### src/rtl/reward_place_ctrl_if.sv
// Handshake and status bundle between reward_place_ctrl and the rest of the snake game.
// The master view belongs to the controller; the slave view belongs to the game environment.
interface reward_place_ctrl_if;
  logic       cand_req;
  logic       cand_valid;
  logic [5:0] cand_xpos;
  logic [5:0] cand_ypos;
  logic [1:0] cand_type;

  logic       occ_req;
  logic [5:0] occ_x;
  logic [5:0] occ_y;
  logic       occ_ack;
  logic       occ_hit;

  logic       head_valid;
  logic [5:0] head_x;
  logic [5:0] head_y;

  logic       reward_valid;
  logic [5:0] reward_xpos;
  logic [5:0] reward_ypos;
  logic [1:0] reward_type;
  logic       eaten;
  logic [2:0] score_add;
  logic       place_fail;

  modport master (
    output cand_req,
    input  cand_valid, cand_xpos, cand_ypos, cand_type,
    output occ_req, occ_x, occ_y,
    input  occ_ack, occ_hit,
    input  head_valid, head_x, head_y,
    output reward_valid, reward_xpos, reward_ypos, reward_type,
    output eaten, score_add, place_fail
  );

  modport slave (
    input  cand_req,
    output cand_valid, cand_xpos, cand_ypos, cand_type,
    input  occ_req, occ_x, occ_y,
    output occ_ack, occ_hit,
    output head_valid, head_x, head_y,
    input  reward_valid, reward_xpos, reward_ypos, reward_type,
    input  eaten, score_add, place_fail
  );
endinterface

### src/rtl/reward_place_ctrl.sv
// Reward placement scheduler: paces spawns on the game tick, vets candidates against the board
// and holds the reward until eaten. Define REWARD_TIMEOUT_EN to expire rewards after STAY_TIME ticks.
module reward_place_ctrl #(
  parameter int BASE_TIME = 20,
  parameter int STAY_TIME = 40,
  parameter int MAX_RETRY = 7,
  parameter int X_MIN     = 4,
  parameter int X_MAX     = 19,
  parameter int Y_MIN     = 2,
  parameter int Y_MAX     = 9
) (
  input  logic                 clk,
  input  logic                 rst_n,
  input  logic                 enable,
  input  logic                 tick,
  reward_place_ctrl_if.master  bus
);

  typedef enum logic [1:0] {S_WAIT, S_REQ, S_CHECK, S_SHOW} state_t;

  localparam logic [7:0] BASE_T  = 8'(BASE_TIME);
`ifdef REWARD_TIMEOUT_EN
  localparam logic [7:0] STAY_T  = 8'(STAY_TIME);
`endif
  localparam logic [2:0] RETRY_T = 3'(MAX_RETRY);
  localparam logic [5:0] XLO     = 6'(X_MIN);
  localparam logic [5:0] XHI     = 6'(X_MAX);
  localparam logic [5:0] YLO     = 6'(Y_MIN);
  localparam logic [5:0] YHI     = 6'(Y_MAX);

  // An illegal timing configuration keeps the block parked in WAIT instead of misbehaving.
  localparam bit CFG_OK = (BASE_TIME >= 1) && (BASE_TIME <= 255) &&
                          (STAY_TIME >= 1) && (STAY_TIME <= 255) &&
                          (MAX_RETRY >= 1) && (MAX_RETRY <= 7);

  state_t     state, state_nxt;
  logic [7:0] tick_cnt, tick_nxt, tick_inc;
  logic [2:0] retry_cnt, retry_nxt;
  logic [5:0] lat_x, lat_y, lat_x_nxt, lat_y_nxt;
  logic [1:0] lat_type, lat_type_nxt;
  logic       cand_taken, cand_taken_nxt;
  logic       eaten_q, eaten_nxt;
  logic       fail_q, fail_nxt;
  logic [2:0] score_q, score_nxt;

  logic run;
  logic cand_req;
  logic occ_req;
  logic show;
  logic accept;
  logic cand_ok;
  logic head_hit;
  logic reject;

  function automatic logic [2:0] score_of(input logic [1:0] t);
    logic [2:0] s;
    unique case (t)
      2'd1:    s = 3'd1;
      2'd2:    s = 3'd2;
      2'd3:    s = 3'd5;
      default: s = 3'd0;
    endcase
    return s;
  endfunction

  assign run      = enable & CFG_OK;
  assign tick_inc = tick_cnt + 8'd1;
  assign show     = (state == S_SHOW);

  // cand_req drops for one cycle after each acceptance so the source can present a fresh candidate.
  assign cand_req = run && (state == S_REQ) && !cand_taken;
  assign occ_req  = run && (state == S_CHECK);
  assign accept   = cand_req && bus.cand_valid;

  assign cand_ok  = (bus.cand_type != 2'd0) &&
                    (bus.cand_xpos >= XLO) && (bus.cand_xpos <= XHI) &&
                    (bus.cand_ypos >= YLO) && (bus.cand_ypos <= YHI);

  assign head_hit = bus.head_valid && (bus.head_x == lat_x) && (bus.head_y == lat_y);

  assign bus.cand_req     = cand_req;
  assign bus.occ_req      = occ_req;
  assign bus.occ_x        = occ_req ? lat_x : 6'd0;
  assign bus.occ_y        = occ_req ? lat_y : 6'd0;
  assign bus.reward_valid = show;
  assign bus.reward_xpos  = show ? lat_x : 6'd0;
  assign bus.reward_ypos  = show ? lat_y : 6'd0;
  assign bus.reward_type  = show ? lat_type : 2'd0;
  assign bus.eaten        = eaten_q;
  assign bus.score_add    = score_q;
  assign bus.place_fail   = fail_q;

  always_ff @(posedge clk or negedge rst_n) begin
    if (!rst_n) begin
      state      <= S_WAIT;
      tick_cnt   <= 8'd0;
      retry_cnt  <= 3'd0;
      lat_x      <= 6'd0;
      lat_y      <= 6'd0;
      lat_type   <= 2'd0;
      cand_taken <= 1'b0;
      eaten_q    <= 1'b0;
      score_q    <= 3'd0;
      fail_q     <= 1'b0;
    end else begin
      state      <= state_nxt;
      tick_cnt   <= tick_nxt;
      retry_cnt  <= retry_nxt;
      lat_x      <= lat_x_nxt;
      lat_y      <= lat_y_nxt;
      lat_type   <= lat_type_nxt;
      cand_taken <= cand_taken_nxt;
      eaten_q    <= eaten_nxt;
      score_q    <= score_nxt;
      fail_q     <= fail_nxt;
    end
  end

  always_comb begin
    state_nxt      = state;
    tick_nxt       = tick_cnt;
    retry_nxt      = retry_cnt;
    lat_x_nxt      = lat_x;
    lat_y_nxt      = lat_y;
    lat_type_nxt   = lat_type;
    cand_taken_nxt = 1'b0;
    eaten_nxt      = 1'b0;
    score_nxt      = 3'd0;
    fail_nxt       = 1'b0;
    reject         = 1'b0;

    if (!run) begin
      state_nxt    = S_WAIT;
      tick_nxt     = 8'd0;
      retry_nxt    = 3'd0;
      lat_x_nxt    = 6'd0;
      lat_y_nxt    = 6'd0;
      lat_type_nxt = 2'd0;
    end else begin
      unique case (state)
        S_WAIT: begin
          if (tick) begin
            if (tick_inc == BASE_T) begin
              tick_nxt  = 8'd0;
              state_nxt = S_REQ;
            end else begin
              tick_nxt = tick_inc;
            end
          end
        end
        S_REQ: begin
          if (accept) begin
            cand_taken_nxt = 1'b1;
            lat_x_nxt      = bus.cand_xpos;
            lat_y_nxt      = bus.cand_ypos;
            lat_type_nxt   = bus.cand_type;
            if (cand_ok) state_nxt = S_CHECK;
            else         reject    = 1'b1;
          end
        end
        S_CHECK: begin
          if (bus.occ_ack) begin
            if (bus.occ_hit) begin
              reject = 1'b1;
            end else begin
              state_nxt = S_SHOW;
              retry_nxt = 3'd0;
            end
          end
        end
        S_SHOW: begin
          // An eat on the expiry tick still scores: the head match is checked first.
          if (head_hit) begin
            eaten_nxt    = 1'b1;
            score_nxt    = score_of(lat_type);
            state_nxt    = S_WAIT;
            tick_nxt     = 8'd0;
            lat_x_nxt    = 6'd0;
            lat_y_nxt    = 6'd0;
            lat_type_nxt = 2'd0;
          end
`ifdef REWARD_TIMEOUT_EN
          else if (tick) begin
            if (tick_inc == STAY_T) begin
              state_nxt    = S_WAIT;
              tick_nxt     = 8'd0;
              lat_x_nxt    = 6'd0;
              lat_y_nxt    = 6'd0;
              lat_type_nxt = 2'd0;
            end else begin
              tick_nxt = tick_inc;
            end
          end
`endif
        end
        default: state_nxt = S_WAIT;
      endcase

      if (reject) begin
        if (retry_cnt + 3'd1 == RETRY_T) begin
          fail_nxt  = 1'b1;
          retry_nxt = 3'd0;
          state_nxt = S_WAIT;
        end else begin
          retry_nxt = retry_cnt + 3'd1;
          state_nxt = S_REQ;
        end
      end
    end
  end

endmodule

### src/flat_wrapper.sv
// flat-port wrapper written by rule: the top's interface ports become plain ports
module reward_place_ctrl_flat 
#(
  parameter int BASE_TIME = 20,
  parameter int STAY_TIME = 40,
  parameter int MAX_RETRY = 7,
  parameter int X_MIN     = 4,
  parameter int X_MAX     = 19,
  parameter int Y_MIN     = 2,
  parameter int Y_MAX     = 9
)
  (clk, rst_n, enable, tick, bus_cand_req, bus_cand_valid, bus_cand_xpos, bus_cand_ypos, bus_cand_type, bus_occ_req, bus_occ_x, bus_occ_y, bus_occ_ack, bus_occ_hit, bus_head_valid, bus_head_x, bus_head_y, bus_reward_valid, bus_reward_xpos, bus_reward_ypos, bus_reward_type, bus_eaten, bus_score_add, bus_place_fail);
  reward_place_ctrl_if bus_i ();
  input  logic clk;
  input  logic rst_n;
  input  logic enable;
  input  logic tick;
  output wire logic [$bits(bus_i.cand_req)-1:0] bus_cand_req;
  input wire logic [$bits(bus_i.cand_valid)-1:0] bus_cand_valid;
  input wire logic [$bits(bus_i.cand_xpos)-1:0] bus_cand_xpos;
  input wire logic [$bits(bus_i.cand_ypos)-1:0] bus_cand_ypos;
  input wire logic [$bits(bus_i.cand_type)-1:0] bus_cand_type;
  output wire logic [$bits(bus_i.occ_req)-1:0] bus_occ_req;
  output wire logic [$bits(bus_i.occ_x)-1:0] bus_occ_x;
  output wire logic [$bits(bus_i.occ_y)-1:0] bus_occ_y;
  input wire logic [$bits(bus_i.occ_ack)-1:0] bus_occ_ack;
  input wire logic [$bits(bus_i.occ_hit)-1:0] bus_occ_hit;
  input wire logic [$bits(bus_i.head_valid)-1:0] bus_head_valid;
  input wire logic [$bits(bus_i.head_x)-1:0] bus_head_x;
  input wire logic [$bits(bus_i.head_y)-1:0] bus_head_y;
  output wire logic [$bits(bus_i.reward_valid)-1:0] bus_reward_valid;
  output wire logic [$bits(bus_i.reward_xpos)-1:0] bus_reward_xpos;
  output wire logic [$bits(bus_i.reward_ypos)-1:0] bus_reward_ypos;
  output wire logic [$bits(bus_i.reward_type)-1:0] bus_reward_type;
  output wire logic [$bits(bus_i.eaten)-1:0] bus_eaten;
  output wire logic [$bits(bus_i.score_add)-1:0] bus_score_add;
  output wire logic [$bits(bus_i.place_fail)-1:0] bus_place_fail;
  assign bus_cand_req = bus_i.cand_req;
  assign bus_i.cand_valid = bus_cand_valid;
  assign bus_i.cand_xpos = bus_cand_xpos;
  assign bus_i.cand_ypos = bus_cand_ypos;
  assign bus_i.cand_type = bus_cand_type;
  assign bus_occ_req = bus_i.occ_req;
  assign bus_occ_x = bus_i.occ_x;
  assign bus_occ_y = bus_i.occ_y;
  assign bus_i.occ_ack = bus_occ_ack;
  assign bus_i.occ_hit = bus_occ_hit;
  assign bus_i.head_valid = bus_head_valid;
  assign bus_i.head_x = bus_head_x;
  assign bus_i.head_y = bus_head_y;
  assign bus_reward_valid = bus_i.reward_valid;
  assign bus_reward_xpos = bus_i.reward_xpos;
  assign bus_reward_ypos = bus_i.reward_ypos;
  assign bus_reward_type = bus_i.reward_type;
  assign bus_eaten = bus_i.eaten;
  assign bus_score_add = bus_i.score_add;
  assign bus_place_fail = bus_i.place_fail;
  reward_place_ctrl #(.BASE_TIME(BASE_TIME), .STAY_TIME(STAY_TIME), .MAX_RETRY(MAX_RETRY), .X_MIN(X_MIN), .X_MAX(X_MAX), .Y_MIN(Y_MIN), .Y_MAX(Y_MAX)) u_core (.clk(clk), .rst_n(rst_n), .enable(enable), .tick(tick), .bus(bus_i));
endmodule
### config.mk
export PLATFORM = sky130hd
export DESIGN_NAME = reward_place_ctrl_flat
export DESIGN_NICKNAME = d
export VERILOG_FILES = /design/src/rtl/reward_place_ctrl_if.sv /design/src/rtl/reward_place_ctrl.sv /design/src/flat_wrapper.sv
export SDC_FILE = /design/constraint.sdc
export NUM_CORES = 1
export LEC_CHECK = 0
export CORE_MARGIN = 10
export CORE_UTILIZATION = 52
export CTS_BUF_LIST = sky130_fd_sc_hd__clkbuf_4
export CTS_CLUSTER_DIAMETER = 30
export DETAILED_ROUTE_END_ITERATION = 7
export PLACE_DENSITY_LB_ADDON = 0.25
export SKIP_LAST_GASP = 1
export SYNTH_ARGS = -nofsm -noshare
export SYNTH_HDL_FRONTEND = slang
export SYNTH_SLANG_ARGS = --single-unit
### constraint.sdc
create_clock -name clk -period 4.41 [get_ports clk]
set_clock_uncertainty 0.05 [all_clocks]
set_input_delay 0.882 -clock clk [delete_from_list [all_inputs] [get_ports clk]]
set_output_delay 0.882 -clock clk [all_outputs]
set_load 0.01 [all_outputs]
==> out/metrics.cfg <==
[run_status]
status = finished, final reports clean

[floorplanning]
die_x_um = 83.6
io_pins = 68
fp.dieArea_um2 = 6990
core_um2 = 3970
die_h_um = 83.6
num_rows = 23
start_util_pct = 53.0

[setup_path]
worstSetupPathType = input pin to output port
start_kind = input pin
cp.required_ns = 3.48
cp_max_fo = 16
cp-end-kind = output port
arrival_ns = 2.45

[detailed_routing]
dr.max_layer_used = met4
vias_per_cell = 5.52
wl_met3_um = 319
wl_per_cell_um = 16.7
m1WireLength_um = 2260
drtIter0Drc = 125
wl_met2_um = 3140
routed_wl_um = 5810
final_antenna_net_count = 0
num_vias = 1916
drc_errors = 0
first_pass_iters = 4

[power]
total_power_mw = 0.932
switching_share_pct = 35.2
combinationalPowerShare_pct = 37.9
power.switching_mw = 0.328
clkPwrFrac_pct = 19.2
power_per_cell_area_nw_per_um2 = 324
peakVddDrop_mv = 0.207
pwr-share-seq_pct = 42.9
power.leakage_nw = 1.32
p_int_mw = 0.604

[synthesis]
synth_area_leaders = dfrtp_1 (39%), mux2i_1 (7.6%), xnor2_1 (5.4%)
synthesis.area_um2 = 2100
yosysTopAreaCell = dfrtp_1
yosysMostFrequentCell = dfrtp_1
synthTopCellsByCount = dfrtp_1 (33), inv_1 (21), nand2_1 (21)
ys_types = 47
synth_edf_count = 0
ys_seq_area_share_pct = 39.2
syn-num-nets = 269
yosys_warnings = 0
ys.flop_type = dfrtp_1
avgSynthCellArea_um2 = 9.27
ys_seq_elements = 33
yosys.area.top_type_share_pct = 39.2
ys_async_sr_fraction_pct = 100
synthCells = 227

[grt]
grt_antenna_before_repair = 0
grt_max_degree = 34
grt_use_total_pct = 16.6
grt_overflow = 0
grt_first_pass_wirelength_um = 9630
grt_pass1_vias = 2005

[place]
hpwl_um = 4560
placed_cell_area_um2 = 2820
io_buffer_count = 67
gp_congestion = 0.828

[sta]
hold_ws_ns = 0.430
rsz0062_at_grt = no
setup_violations = 0
fin_crit_ns = 3.38
fin_crit_sh_pct = 76.7
max_slew.worst_pin.slew_ns = 0.661
max_clock_freq_ghz = 0.296
finalHoldViolCount = 0
final.setup.tns_ns = 0
slew_headroom_pct = 55.9
slew_violations = 0

[clocking]
cts_tree = built
clk_latency_ns = 0.33
clock-sinks = 33
cts_setup_buffers = 0
cts_max_level = 2
cts-root-buf = clkbuf_4
cts_buffers = 5
cts_resized = 0
postCtsHoldBufs = 0
cts_buffer_depth = 2
clk_pin_slew_ns = 0.09

[final_layout]
final_util_pct = 72.5
fin_area_um2 = 2880
diodes = 0
area_growth_pct = 36.7
drive_above_1_share_pct = 6.73
nets = 338

[job]
drv_cap = 0

[hold_path]
hold_class = flip-flop to flip-flop

-- cell type report --
cell class / count / area, um2
Tap cell: 50 / 62.6
Inverter: 21 / 78.8
Timing Repair Buffer: 70 / 693
Fill cell: 310 / 1090
Sequential cell: 33 / 826
Multi-Input combinational cell: 165 / 1160
Clock buffer: 8 / 60.1
-- layout by cell type, fill, tap and decap left out, types with 2 or more instances in the layout --
master           synthesis  layout
or3_1                    2       2
inv_1                   21      21
buf_4                    0       3
a31oi_1                  3       3
and3_1                  18      18
o21ai_1                  2       2
a21oi_1                  6       6
xnor2_1                 13      13
nand4_1                  2       2
ha_1                     8       8
nand2_1                 21      21
clkdlybuf4s50_1          0      67
nor3_1                   4       4
o21a_1                   2       2
nand2b_1                 4       4
nor2_1                   7       7
mux2i_1                 16      16
and2_1                  18      18
dfrtp_1                 33      33
clkbuf_4                 0       8
a22o_1                   3       3
nand3_1                  8       8
o21ai_0                  4       4
-- per-layer routing --
layer | global-route usage [%] | up-vias
li1 | - | 920
met1 | 17.2 | 928
met2 | 30.9 | 60
met3 | 5.08 | 8
met4 | 5.48 | 0
met5 | 0 | -
-- state kept, by name, summed over array words and instances (netlist names) --
name	count
u_core.tick_cnt	8
u_core.bus.place_fail	1
u_core.lat_type	2
u_core.bus.eaten	1
u_core.lat_x	6
u_core.bus.score_add	3
u_core.state	2
u_core.cand_taken	1
u_core.lat_y	6
u_core.retry_cnt	3
-- power by group through the flow --
| stage | combinational, mW | sequential, mW | clock (mW) |
|---|---|---|---|
| global placement | 0.342 | 0.404 | 0 |
| floorplan | 0.243 | 0.389 | 0 |
| global route | 0.392 | 0.407 | 0.199 |
| CTS | 0.355 | 0.400 | 0.181 |
| detailed placement | 0.351 | 0.406 | 0 |
| finish | 0.353 | 0.400 | 0.179 |
-- worst paths after layout --
path                                    startpoint                 endpoint  slack, ns  depth (start not counted)
worst max register to register     u_core.state[0]          u_core.state[0]       2.09                          6
worst max-delay path                        enable             bus_occ_x[1]       1.03                          3
worst min-delay path            u_core.lat_type[0]  u_core.bus.score_add[1]       0.43                          1
worst min register to register  u_core.lat_type[0]  u_core.bus.score_add[1]       0.43                          1
max in group asynchronous                    rst_n       u_core.tick_cnt[2]       3.10                          2
min in group asynchronous                    rst_n          u_core.lat_x[1]       0.90                          2
-- logic make-up after synthesis --
group	synth area share [%]
buffers and inverters	5.77
adders and majority gates	4.76
and+or+nand+nor	25.3
xor gates and xnor gates	5.83
muxes	8.14
DFF	39.2
AOI/OAI and AO/OA	11.0
-- worst max-delay path: stages --
cell and delay (ns):
clkdlybuf4s50_1 0.77, and3_1 0.24, clkdlybuf4s50_1 0.55
-- metrics by stage --
| step | std cells | setup WS, ns |
|---|---|---|
| floorplan | 227 | 1.96 |
| global placement | 339 | 1.08 |
| detailed placement | 339 | 1.04 |
| CTS | 347 | 1.04 |
| global route | 347 | 0.974 |
| finish | 347 | 1.03 |
Power figures use the tool's default switching activity.
